$ cat config.mk
export PLATFORM = sky130hd
export DESIGN_NAME = regfile_2r1w
export DESIGN_NICKNAME = d
export VERILOG_FILES = /design/src/rtl/regfile_pkg.sv /design/src/rtl/regfile_read_port.sv /design/src/rtl/regfile_2r1w.sv
export SDC_FILE = /design/constraint.sdc
export NUM_CORES = 1
export LEC_CHECK = 0
export ABC_AREA = 0
export ABC_CLOCK_PERIOD_IN_PS = 3600
export CAP_MARGIN = 40
export CORE_MARGIN = 5
export CORE_UTILIZATION = 35
export DETAILED_ROUTE_END_ITERATION = 10
export HOLD_SLACK_MARGIN = 0.15
export PLACE_DENSITY = 0.55
export RECOVER_POWER = 100
export SLEW_MARGIN = 0
export SYNTH_ARGS = -nofsm -noshare
export SYNTH_HDL_FRONTEND = slang
export SYNTH_SLANG_ARGS = --single-unit
$ cat constraint.sdc
create_clock -name clock -period 3.6 [get_ports clock]
set_clock_uncertainty 0.1 [all_clocks]
set_input_delay 0.72 -clock clock [delete_from_list [all_inputs] [get_ports clock]]
set_output_delay 0.72 -clock clock [all_outputs]
set_load 0.01 [all_outputs]
$ cat src/rtl/regfile_pkg.sv
// Shared types and address helpers for the two-read/one-write register file.
package regfile_pkg;

    typedef enum logic {
        RF_CLEAR = 1'b0,
        RF_READY = 1'b1
    } rf_state_t;

    function automatic logic addr_in_range(input int unsigned addr, input int unsigned depth);
        return addr < depth;
    endfunction

    // True when the address names a real, writable/readable entry.
    function automatic logic addr_valid(input int unsigned addr, input int unsigned depth,
                                        input logic zero_reg0);
        return addr_in_range(addr, depth) && !(zero_reg0 && (addr == 0));
    endfunction

endpackage

$ cat src/rtl/regfile_read_port.sv
// One registered read port: output register with bypass, zero-register and range selection.
module regfile_read_port
    import regfile_pkg::*;
#(
    parameter int unsigned WIDTH        = 16,
    parameter int unsigned DEPTH        = 8,
    parameter int unsigned ADDRESSWIDTH = 3,
    parameter int unsigned BYPASS       = 1,
    parameter int unsigned ZERO_REG0    = 0
) (
    input  logic                    clock_i,
    input  logic                    rst_ni,
    input  logic                    ready_i,
    input  logic                    rd_en_i,
    input  logic [ADDRESSWIDTH-1:0] addr_i,
    input  logic [WIDTH-1:0]        rf_data_i,
    input  logic                    wr_en_i,
    input  logic [ADDRESSWIDTH-1:0] wr_addr_i,
    input  logic [WIDTH-1:0]        wr_data_i,
    output logic [WIDTH-1:0]        data_o
);

    logic [WIDTH-1:0] data_q;
    logic [WIDTH-1:0] data_d;
    logic             addr_ok;
    logic             bypass_hit;

    assign addr_ok    = addr_valid(32'(addr_i), DEPTH, ZERO_REG0 != 0);
    assign bypass_hit = (BYPASS != 0) && wr_en_i && (wr_addr_i == addr_i);

    always_comb begin
        data_d = data_q;
        if (!ready_i) begin
            data_d = '0;
        end else if (rd_en_i) begin
            if (!addr_ok) begin
                data_d = '0;
            end else if (bypass_hit) begin
                data_d = wr_data_i;
            end else begin
                data_d = rf_data_i;
            end
        end
    end

    always_ff @(posedge clock_i) begin
        if (!rst_ni) begin
            data_q <= '0;
        end else begin
            data_q <= data_d;
        end
    end

    assign data_o = data_q;

endmodule

$ cat src/rtl/regfile_2r1w.sv
// Two-read/one-write operand store with a post-reset sequential clear engine.
//   state    | meaning
//   RF_CLEAR | zeroing one entry per cycle, all accesses ignored, busy high
//   RF_READY | normal reads and writes until the next reset
module regfile_2r1w
    import regfile_pkg::*;
#(
    parameter int unsigned WIDTH        = 16,
    parameter int unsigned DEPTH        = 8,
    parameter int unsigned ADDRESSWIDTH = 3,
    parameter int unsigned BYPASS       = 1,
    parameter int unsigned ZERO_REG0    = 0
) (
    input  logic                    clock,
    input  logic                    reset,
    input  logic                    write_enable,
    input  logic [ADDRESSWIDTH-1:0] dest,
    input  logic [WIDTH-1:0]        data_in,
    input  logic                    rd_en_a,
    input  logic [ADDRESSWIDTH-1:0] source_a,
    output logic [WIDTH-1:0]        data_out_a,
    input  logic                    rd_en_b,
    input  logic [ADDRESSWIDTH-1:0] source_b,
    output logic [WIDTH-1:0]        data_out_b,
    output logic                    busy
);

    localparam logic [ADDRESSWIDTH-1:0] LAST_PTR = ADDRESSWIDTH'(DEPTH - 1);

    logic [WIDTH-1:0]        rf_q [DEPTH];
    rf_state_t               state_q;
    logic [ADDRESSWIDTH-1:0] ptr_q;
    logic                    busy_q;
    logic                    ready;
    logic                    wr_accept;
    logic [WIDTH-1:0]        rdata_a;
    logic [WIDTH-1:0]        rdata_b;

    assign ready     = (state_q == RF_READY);
    assign wr_accept = ready && write_enable && addr_valid(32'(dest), DEPTH, ZERO_REG0 != 0);

    // Storage is deliberately left out of the reset branch; the clear engine owns it.
    always_ff @(posedge clock) begin
        if (!reset) begin
            state_q <= RF_CLEAR;
            ptr_q   <= '0;
            busy_q  <= 1'b1;
        end else begin
            unique case (state_q)
                RF_CLEAR: begin
                    rf_q[ptr_q] <= '0;
                    if (ptr_q == LAST_PTR) begin
                        state_q <= RF_READY;
                        busy_q  <= 1'b0;
                    end else begin
                        ptr_q <= ptr_q + 1'b1;
                    end
                end
                RF_READY: begin
                    if (wr_accept) begin
                        rf_q[dest] <= data_in;
                    end
                end
            endcase
        end
    end

    // Guarded array reads so an out-of-range address never indexes past the array.
    always_comb begin
        rdata_a = '0;
        if (addr_in_range(32'(source_a), DEPTH)) begin
            rdata_a = rf_q[source_a];
        end
    end

    always_comb begin
        rdata_b = '0;
        if (addr_in_range(32'(source_b), DEPTH)) begin
            rdata_b = rf_q[source_b];
        end
    end

    regfile_read_port #(
        .WIDTH        (WIDTH),
        .DEPTH        (DEPTH),
        .ADDRESSWIDTH (ADDRESSWIDTH),
        .BYPASS       (BYPASS),
        .ZERO_REG0    (ZERO_REG0)
    ) u_port_a (
        .clock_i   (clock),
        .rst_ni    (reset),
        .ready_i   (ready),
        .rd_en_i   (rd_en_a),
        .addr_i    (source_a),
        .rf_data_i (rdata_a),
        .wr_en_i   (wr_accept),
        .wr_addr_i (dest),
        .wr_data_i (data_in),
        .data_o    (data_out_a)
    );

    regfile_read_port #(
        .WIDTH        (WIDTH),
        .DEPTH        (DEPTH),
        .ADDRESSWIDTH (ADDRESSWIDTH),
        .BYPASS       (BYPASS),
        .ZERO_REG0    (ZERO_REG0)
    ) u_port_b (
        .clock_i   (clock),
        .rst_ni    (reset),
        .ready_i   (ready),
        .rd_en_i   (rd_en_b),
        .addr_i    (source_b),
        .rf_data_i (rdata_b),
        .wr_en_i   (wr_accept),
        .wr_addr_i (dest),
        .wr_data_i (data_in),
        .data_o    (data_out_b)
    );

    assign busy = busy_q;

endmodule

Word level (Yosys, flattened, before mapping). Memory sizes are Yosys's and may differ from the RTL's. A register that Yosys moved wholly into a read port is not among the register bits. Cells that the tools add are included.

Word-level logic and storage cells: 27. Flip-flop bits (word level): 5. Memory bits (writable): 128. Memories kept: 1. Output and inout bits: 33. Bits of input ports: 30.

Bitwise gates (word level): 2. Muxes and demuxes: 12. Add/subtract/negate cells: 1. Reduce and logical (&&, ||, !) cells: 7. Equal/unequal tests: 1.

Memories: rf_q (depth 8, width 16, read ports 2, clocked after Yosys merged registers in 2, write ports 1, line regfile_2r1w.sv:30) `logic [WIDTH-1:0] rf_q [DEPTH];`.

Operators by type and width (count): $mux 16 (1); $reduce_or 16->1 (1); $mux 1 (10); $reduce_and 2->1 (3); $add 3x1->3 const B (1); $eq 3x3->1 const B (1); $mux 3 (1); $logic_not 1->1 (2); $not 1->1 (2); $logic_and 1x1->1 (1).

Depth between registers and ports, before layout. Gate-level depths: netlist (run 1).

Depth in word-level cells: 7. Depth in mapped cells: 10.

By module. A second synthesis (run 1) with hierarchy kept.

Cells, all modules: 543. Area, all modules: 8325.5 µm².

By module, submodules not included: regfile_2r1w (instances 1, area each 6453.7 µm², seq. area each 3943.8 µm², cells each 309); regfile_read_port (instances 2, area each 935.9 µm², seq. area each 320.3 µm², cells each 117).

Least setup slack after synthesis (run 1). Ideal clock, no wire load.

Kind: input -> register. Start point: in reset. End point: mem rf_q[2][0], enable pin. Buffers on the path: 2. Setup time: 413 ps. Arrival: 2749 ps. Stages: 5. Slack: 338 ps. Path through: buf_4 -> and3_1 -> buf_6 -> mux2i_1 -> nor3b_1.

Word-level cells in the longest chain between the ends: 4.

Ends and longest elaborated chain: from (decl) (line regfile_2r1w.sv:15) `input logic reset,`; $mux 1 (line regfile_2r1w.sv:44) `if (!reset) begin`; $mux 1 (implied by the code) (line regfile_2r1w.sv:61) `rf_q[dest] <= data_in;`; $reduce_or 16->1 (no source line); $mux 3 (no source line) / $mux 1 (equally long branches); to (decl) (line regfile_2r1w.sv:30).

Several ways; a longest one is shown, not always the timed one.

Worst setup path after layout (run 1).
Start point: in reset. End point: mem rf_q[4][6], enable pin.

Same word-level chain as after synthesis.

==> impl_metrics.json, run 1 <==
{
  "outcome": "finished, final reports clean",
  "synth_flop_cell": "edfxtp_1",
  "finalSetupViolCount": 0,
  "critical_path.most_common_cell": "buf_4",
  "initial_utilization_pct": 35.45,
  "layout_area_growth_over_synthesis_pct": 20.85,
  "sequential_cell_area_um2": 4584,
  "cts_post_setup_buffers_inserted": 0,
  "multi_input_comb_area_um2": 2831,
  "vias": 4912,
  "detailed_route_wire_length_um": 20950,
  "placement.setup.worst_slack_ps": 130.0,
  "worst-endpoint-required_ps": 3600,
  "slowest_delay_ps": 730,
  "drt.antenna.violating_nets": 0,
  "cellLeakagePower_nw": 3.209,
  "final_worst_path_cycle_share_pct": 89.67,
  "finalPower_mw": 4.309,
  "dominant_combinational_cell_family_by_area_after_synthesis": "multiplexers",
  "synth-warning-count": 0,
  "gpl.final_weighted_congestion": 0.8227,
  "timing.critical_path.from_type": "input pin",
  "synth_edf_count": 128,
  "synth_sequential_area_ratio_pct": 59.26,
  "fillers": 1967,
  "remaining_global_route_overflow": 0,
  "synthSimpleGateAreaFrac_pct": 7.569,
  "worst-path-buf-inv": 4,
  "cap_viol_max_count": 0,
  "row_count": 54,
  "post_synth_num_cell_types": 41,
  "worst-slew-pin-transition_ps": 832.0,
  "synth_xor_area_share_pct": 0.3396,
  "post_route_cells_drive_above_1_share_pct": 18.54,
  "worstPathCellList": "dlygate4sd3_1 > and3_1 > buf_4 > mux2i_1 > buf_4 > or2b_1 > nor2_1 > clkbuf_1",
  "synth_adder_area_share_pct": 0.3235,
  "routed_via_density": 5.392,
  "first_pass_grt_wire_length_um": 31970,
  "synth_compound_gate_area_share_pct": 8.119,
  "netlist_instances": 535,
  "cell_chosen_for_the_clock_root": "clkbuf_16",
  "path_clk_slew_ps": 60,
  "cts_hold_repair.buffers": 0,
  "route.met2.wl_um": 10580,
  "cts_made_buffers": 17,
  "detailedRoute.firstPassIterationCount": 5,
  "count_of_pins_over_their_slew_limit": 0,
  "wl_met3_um": 836,
  "design.portCount": 63,
  "grt_antenna_before_repair": 0,
  "antenna_cells": 0,
  "route.detailed.drc": 0,
  "worst_setup_path_end_kind": "register",
  "post_synth_mux_area_share_pct": 20.90,
  "fmax_mhz": 309.8,
  "dieWidth_um": 158.7,
  "floorplan.core_area_um2": 21820,
  "post_cts_resized": 0,
  "placement.cell_area_um2": 8851,
  "wirelength_met1_um": 9026,
  "cts_tree": "yes",
  "stdcell_count": 911,
  "timing.setup.critical_path_class": "input pin to register",
  "critical_path.max_fanout": 17,
  "timing.final.ws_setup_ps": 372.0,
  "grt_max_degree": 27,
  "hold_viol": 0,
  "grt_util_all_layers_pct": 17.37,
  "critPathTopFamily": "buffers and inverters",
  "crit_slowest_cell": "dlygate4sd3_1",
  "top_layer_used": "met4",
  "vdd.ir_drop.worst_mv": 0.2984,
  "die-area_um2": 25180,
  "min_path_type": "register to register",
  "cp_num_cells": 8,
  "worst_skew_pair.late_latency_ps": 430,
  "port-buffer-count": 62,
  "dp.final_hpwl_um": 14580,
  "setup_repair_after_global_routing_missed_its_margin": "no",
  "rr_worst_depth": 7,
  "synthArstFlopShare_pct": 0,
  "timing.final.crit_period_ps": 3228,
  "synth_fp_nets": 567,
  "hold-path-cell-count": 2,
  "power.density_cell_area_nw_per_um2": 460.9,
  "first_global_vias": 5246,
  "totalNegativeSetupSlack_ps": 0,
  "timing.critical_path.arrival_ps": 3230,
  "final_area_um2": 9349,
  "drt_first_iter_violations": 392,
  "tritoncts_num_sinks": 165,
  "h_tree_depth_reported_by_cts": 4,
  "finalNetCount": 650,
  "die_height_um": 158.7,
  "synth.avg_cell_area_um2": 14.46,
  "tightest_slew_margin_relative_to_the_limit_pct": 44.33,
  "dp.cells": 879,
  "wl_per_cell_um": 22.99,
  "cell_area_after_technology_mapping_um2": 7736,
  "synth-seq-cells": 165,
  "ctsLongestPathBuffers": 2
}
## metrics by stage
step	utilization, %	hold WS, ps
floorplan	-	384.3
global placement	40.56	357.2
detailed placement	40.56	360.8
CTS	43.32	382.8
global route	42.84	398.8
finish	42.84	374.3
## cell families after synthesis
group / Yosys count
XOR/XNOR: 3
flip-flops: 165
buffers and inverters: 60
adder cells (fa/ha/maj): 2
multiplexers: 101
AO/OA/AOI/OAI: 80
AND/OR/NAND/NOR: 124
## area by class of cell
class | instances | share of cell area (%)
multi-input combinational | 310 | 30.29
timing repair buffer | 103 | 9.649
inverter | 21 | 0.8431
clock inverter | 7 | 1.017
tap | 280 | 3.747
sequential | 165 | 49.04
clock buffer | 25 | 5.420
## state kept, by name (all words and copies together), names as in the netlist
| signal | count |
|---|---|
| ptr_q | 3 |
| u_port_a.data_o | 16 |
| u_port_b.data_o | 16 |
| ready | 1 |
| busy | 1 |
| rf_q | 128 |
## metal layers
metal	GRT usage [%]	vias up
li1	-	2261
met1	22.34	2507
met2	29.56	114
met3	3.153	30
met4	6.052	0
met5	0	-
## worst paths after layout
check / startpoint / end / slack [ps]
min: u_port_b.data_o[8]$_SDFFE_PN0P_ / u_port_b.data_o[8]$_SDFFE_PN0P_ / 370
max reg2reg: ready$_SDFF_PN0_ / rf_q[4][6]$_DFFE_PP_ / 680
min reg2reg: u_port_b.data_o[8]$_SDFFE_PN0P_ / u_port_b.data_o[8]$_SDFFE_PN0P_ / 370
max: reset / rf_q[4][6]$_DFFE_PP_ / 370
## tightest hold or removal path, cell delays in order (launching register included)
cell	delay, ps
dfxtp_1	330
nand2_1	60
o221ai_2	50
## cells in the mapped netlist, drive strengths merged, types with 18 or more instances
master / count / area share, %
dfxtp: 37 / 9.6
clkbuf: 24 / 1.2
edfxtp: 128 / 50
o21ai: 22 / 1.4
nand2: 41 / 2.0
a22oi: 32 / 3.1
mux2i: 52 / 6.8
inv: 21 / 1.0
mux4: 48 / 14
nand2b: 18 / 1.5
nand3: 19 / 1.2
nor2: 28 / 1.4
## cells in the final DEF, fill, tap and decap left out, drive strengths merged, types with 2 or more instances in the layout
master         synthesis  layout
clkbuf                24      33
nor2                  28      28
bufinv                 0       2
and3                   3       3
nand2b                18      18
xor2                   2       2
nand2                 41      41
nand3                 19      19
a21oi                  2       2
nor2b                  2       2
o21ai                 22      22
dfxtp                 37      37
nor3                   4       4
a22oi                 32      32
ha                     2       2
dlygate4sd3            0      34
clkdlybuf4s50          0      26
mux4                  48      48
nor3b                  3       3
inv                   21      22
mux2i                 52      52
edfxtp               128     128
o221ai                17      17
o22ai                  2       2
clkinv                 0       3
buf                   15      35
## where the power goes
part	internal (mW)	switching, mW
sequential	2.09	0.0300
clock	1.12	0.719
combinational	0.161	0.187
Power figures use the tool's default switching activity.
==> inputs of run 2 (changes only) <==
ABC_CLOCK_PERIOD_IN_PS = 2750   (was 3600)
PLACE_DENSITY = 0.57   (was 0.55)
clock period = 2.75 ns   (was 3.6 ns; I/O delays follow)
==> impl_metrics.json, run 2 (synthesis results as in run 1) <==
{
  "cell_chosen_for_the_clock_root": "clkbuf_16",
  "die-area_um2": 25180,
  "totalNegativeSetupSlack_ps": 0,
  "detailed_route_wire_length_um": 20840,
  "mostFrequentLayoutCell": "edfxtp_1",
  "vdd.ir_drop.worst_mv": 0.3190,
  "detailedRoute.firstPassIterationCount": 4,
  "floorplan.core_area_um2": 21820,
  "dieWidth_um": 158.7,
  "drt.antenna.violating_nets": 0,
  "grt_max_degree": 50,
  "worst_setup_path_end_kind": "register",
  "wl_per_cell_um": 22.55,
  "antenna_cells": 0,
  "setup_repair_after_global_routing_missed_its_margin": "no",
  "cts_tree": "yes",
  "finalPower_mw": 5.776,
  "slowest_delay_ps": 550,
  "cap_viol_max_count": 0,
  "worst_skew_pair.late_latency_ps": 430,
  "crit_slowest_cell": "dlygate4sd3_1",
  "post_route_cells_drive_above_1_share_pct": 21.89,
  "post_cts_resized": 0,
  "cts_post_setup_buffers_inserted": 0,
  "largest_register_ff_count": 128,
  "timing.setup.critical_path_class": "input pin to register",
  "count_of_pins_over_their_slew_limit": 0,
  "tightest_slew_margin_relative_to_the_limit_pct": 66.44,
  "hold_viol": 0,
  "grt_antenna_before_repair": 0,
  "fmax_mhz": 398.5,
  "min_path_type": "register to register",
  "gpl.final_weighted_congestion": 0.8171,
  "finalNetCount": 663,
  "cts_hold_repair.buffers": 0,
  "first_pass_grt_wire_length_um": 32020,
  "power.density_cell_area_nw_per_um2": 600.4,
  "row_count": 54,
  "layout_common_cells": "128 x edfxtp_1, 51 x mux2i_1, 48 x mux4_2",
  "critPathTopFamily": "buffers and inverters",
  "design.portCount": 63,
  "cts_made_buffers": 17,
  "route.detailed.drc": 0,
  "outcome": "finished, final reports clean",
  "timing.critical_path.arrival_ps": 2540,
  "stdcell_count": 924,
  "worst_hold_slack_ps": 366.1,
  "path_clk_slew_ps": 60,
  "timing.final.crit_period_ps": 2509,
  "regMostFlops": "rf_q",
  "port-buffer-count": 62,
  "cellLeakagePower_nw": 3.328,
  "critical_path.max_fanout": 16,
  "drt_first_iter_violations": 372,
  "worst-path-buf-inv": 4,
  "dp.final_hpwl_um": 14460,
  "initial_utilization_pct": 35.45,
  "layout_area_growth_over_synthesis_pct": 24.34,
  "dp.cells": 892,
  "worst-endpoint-required_ps": 2780,
  "timing.critical_path.from_type": "input pin",
  "h_tree_depth_reported_by_cts": 4,
  "tritoncts_num_sinks": 165,
  "routed_via_density": 5.419,
  "vias": 5007,
  "die_height_um": 158.7,
  "grt_util_all_layers_pct": 17.36,
  "first_global_vias": 5341,
  "worst-slew-pin-transition_ps": 490.8,
  "ctsLongestPathBuffers": 2,
  "remaining_global_route_overflow": 0,
  "finalSetupViolCount": 0,
  "worstPathCellList": "dlygate4sd3_1 > and3_1 > buf_4 > mux2i_2 > clkbuf_1 > or2b_1 > nor2_2 > buf_12",
  "placement.cell_area_um2": 9066,
  "final_area_um2": 9619,
  "final_worst_path_cycle_share_pct": 91.25
}
run 2: cell count changes in the layout (fill, tap and decap cells not counted), moves of 3 or more:
cell	change
buf_4	+4
clkbuf_8	-3
inv_6	+3
buf_12	+9
clkbuf_1	-6
run 2: power by group:
part / leakage, nW / switching (mW) / internal [mW]
clock network: 0.300 / 0.989 / 1.53
logic: 1.67 / 0.242 / 0.235
registers: 1.36 / 0.0396 / 2.74
run 2: cell type report:
cell class | count | area (um^2)
Clock buffer | 18 | 429.2
Fill cell | 1942 | 12200
Multi-Input combinational cell | 310 | 2858
Sequential cell | 165 | 4584
Timing Repair Buffer | 116 | 1119
Clock inverter | 14 | 200.2
Inverter | 21 | 78.83
Tap cell | 280 | 350.3
run 2: metrics by stage:
step | setup slack (ps) | util [%]
6_report | 240.6 | 44.08
5_1_grt | 123.5 | 44.08
4_1_cts | 376.7 | 44.43
3_5_place_dp | -69.23 | 41.54
3_3_place_gp | -60.43 | 41.54
2_1_floorplan | -37.53 | -
run 2: tightest hold or removal path, delay by kind of cell (launching register included):
| kind | cells | cell delay (ps) |
|---|---|---|
| AO/OA/AOI/OAI | 1 | 60 |
| flip-flops | 1 | 330 |
| AND/OR/NAND/NOR | 1 | 50 |
run 2: final timing paths:
kind	from	to	slack, ps	cells after the start
setup / recovery	write_enable	rf_q[4][4]$_DFFE_PP_	240	8
hold reg to reg	u_port_b.data_o[3]$_SDFFE_PN0P_	u_port_b.data_o[3]$_SDFFE_PN0P_	370	2
setup reg to reg	ready$_SDFF_PN0_	u_port_a.data_o[8]$_SDFFE_PN0P_	260	7
hold / removal	u_port_b.data_o[3]$_SDFFE_PN0P_	u_port_b.data_o[3]$_SDFFE_PN0P_	370	2
run 2: metal layers:
metal	track usage (%)	part of all wire (%)	up-vias
met5	0	0	-
met1	22.40	41	2550
met2	29.42	52	134
met3	3.370	4.9	33
met4	5.849	2.0	0
li1	-	-	2290
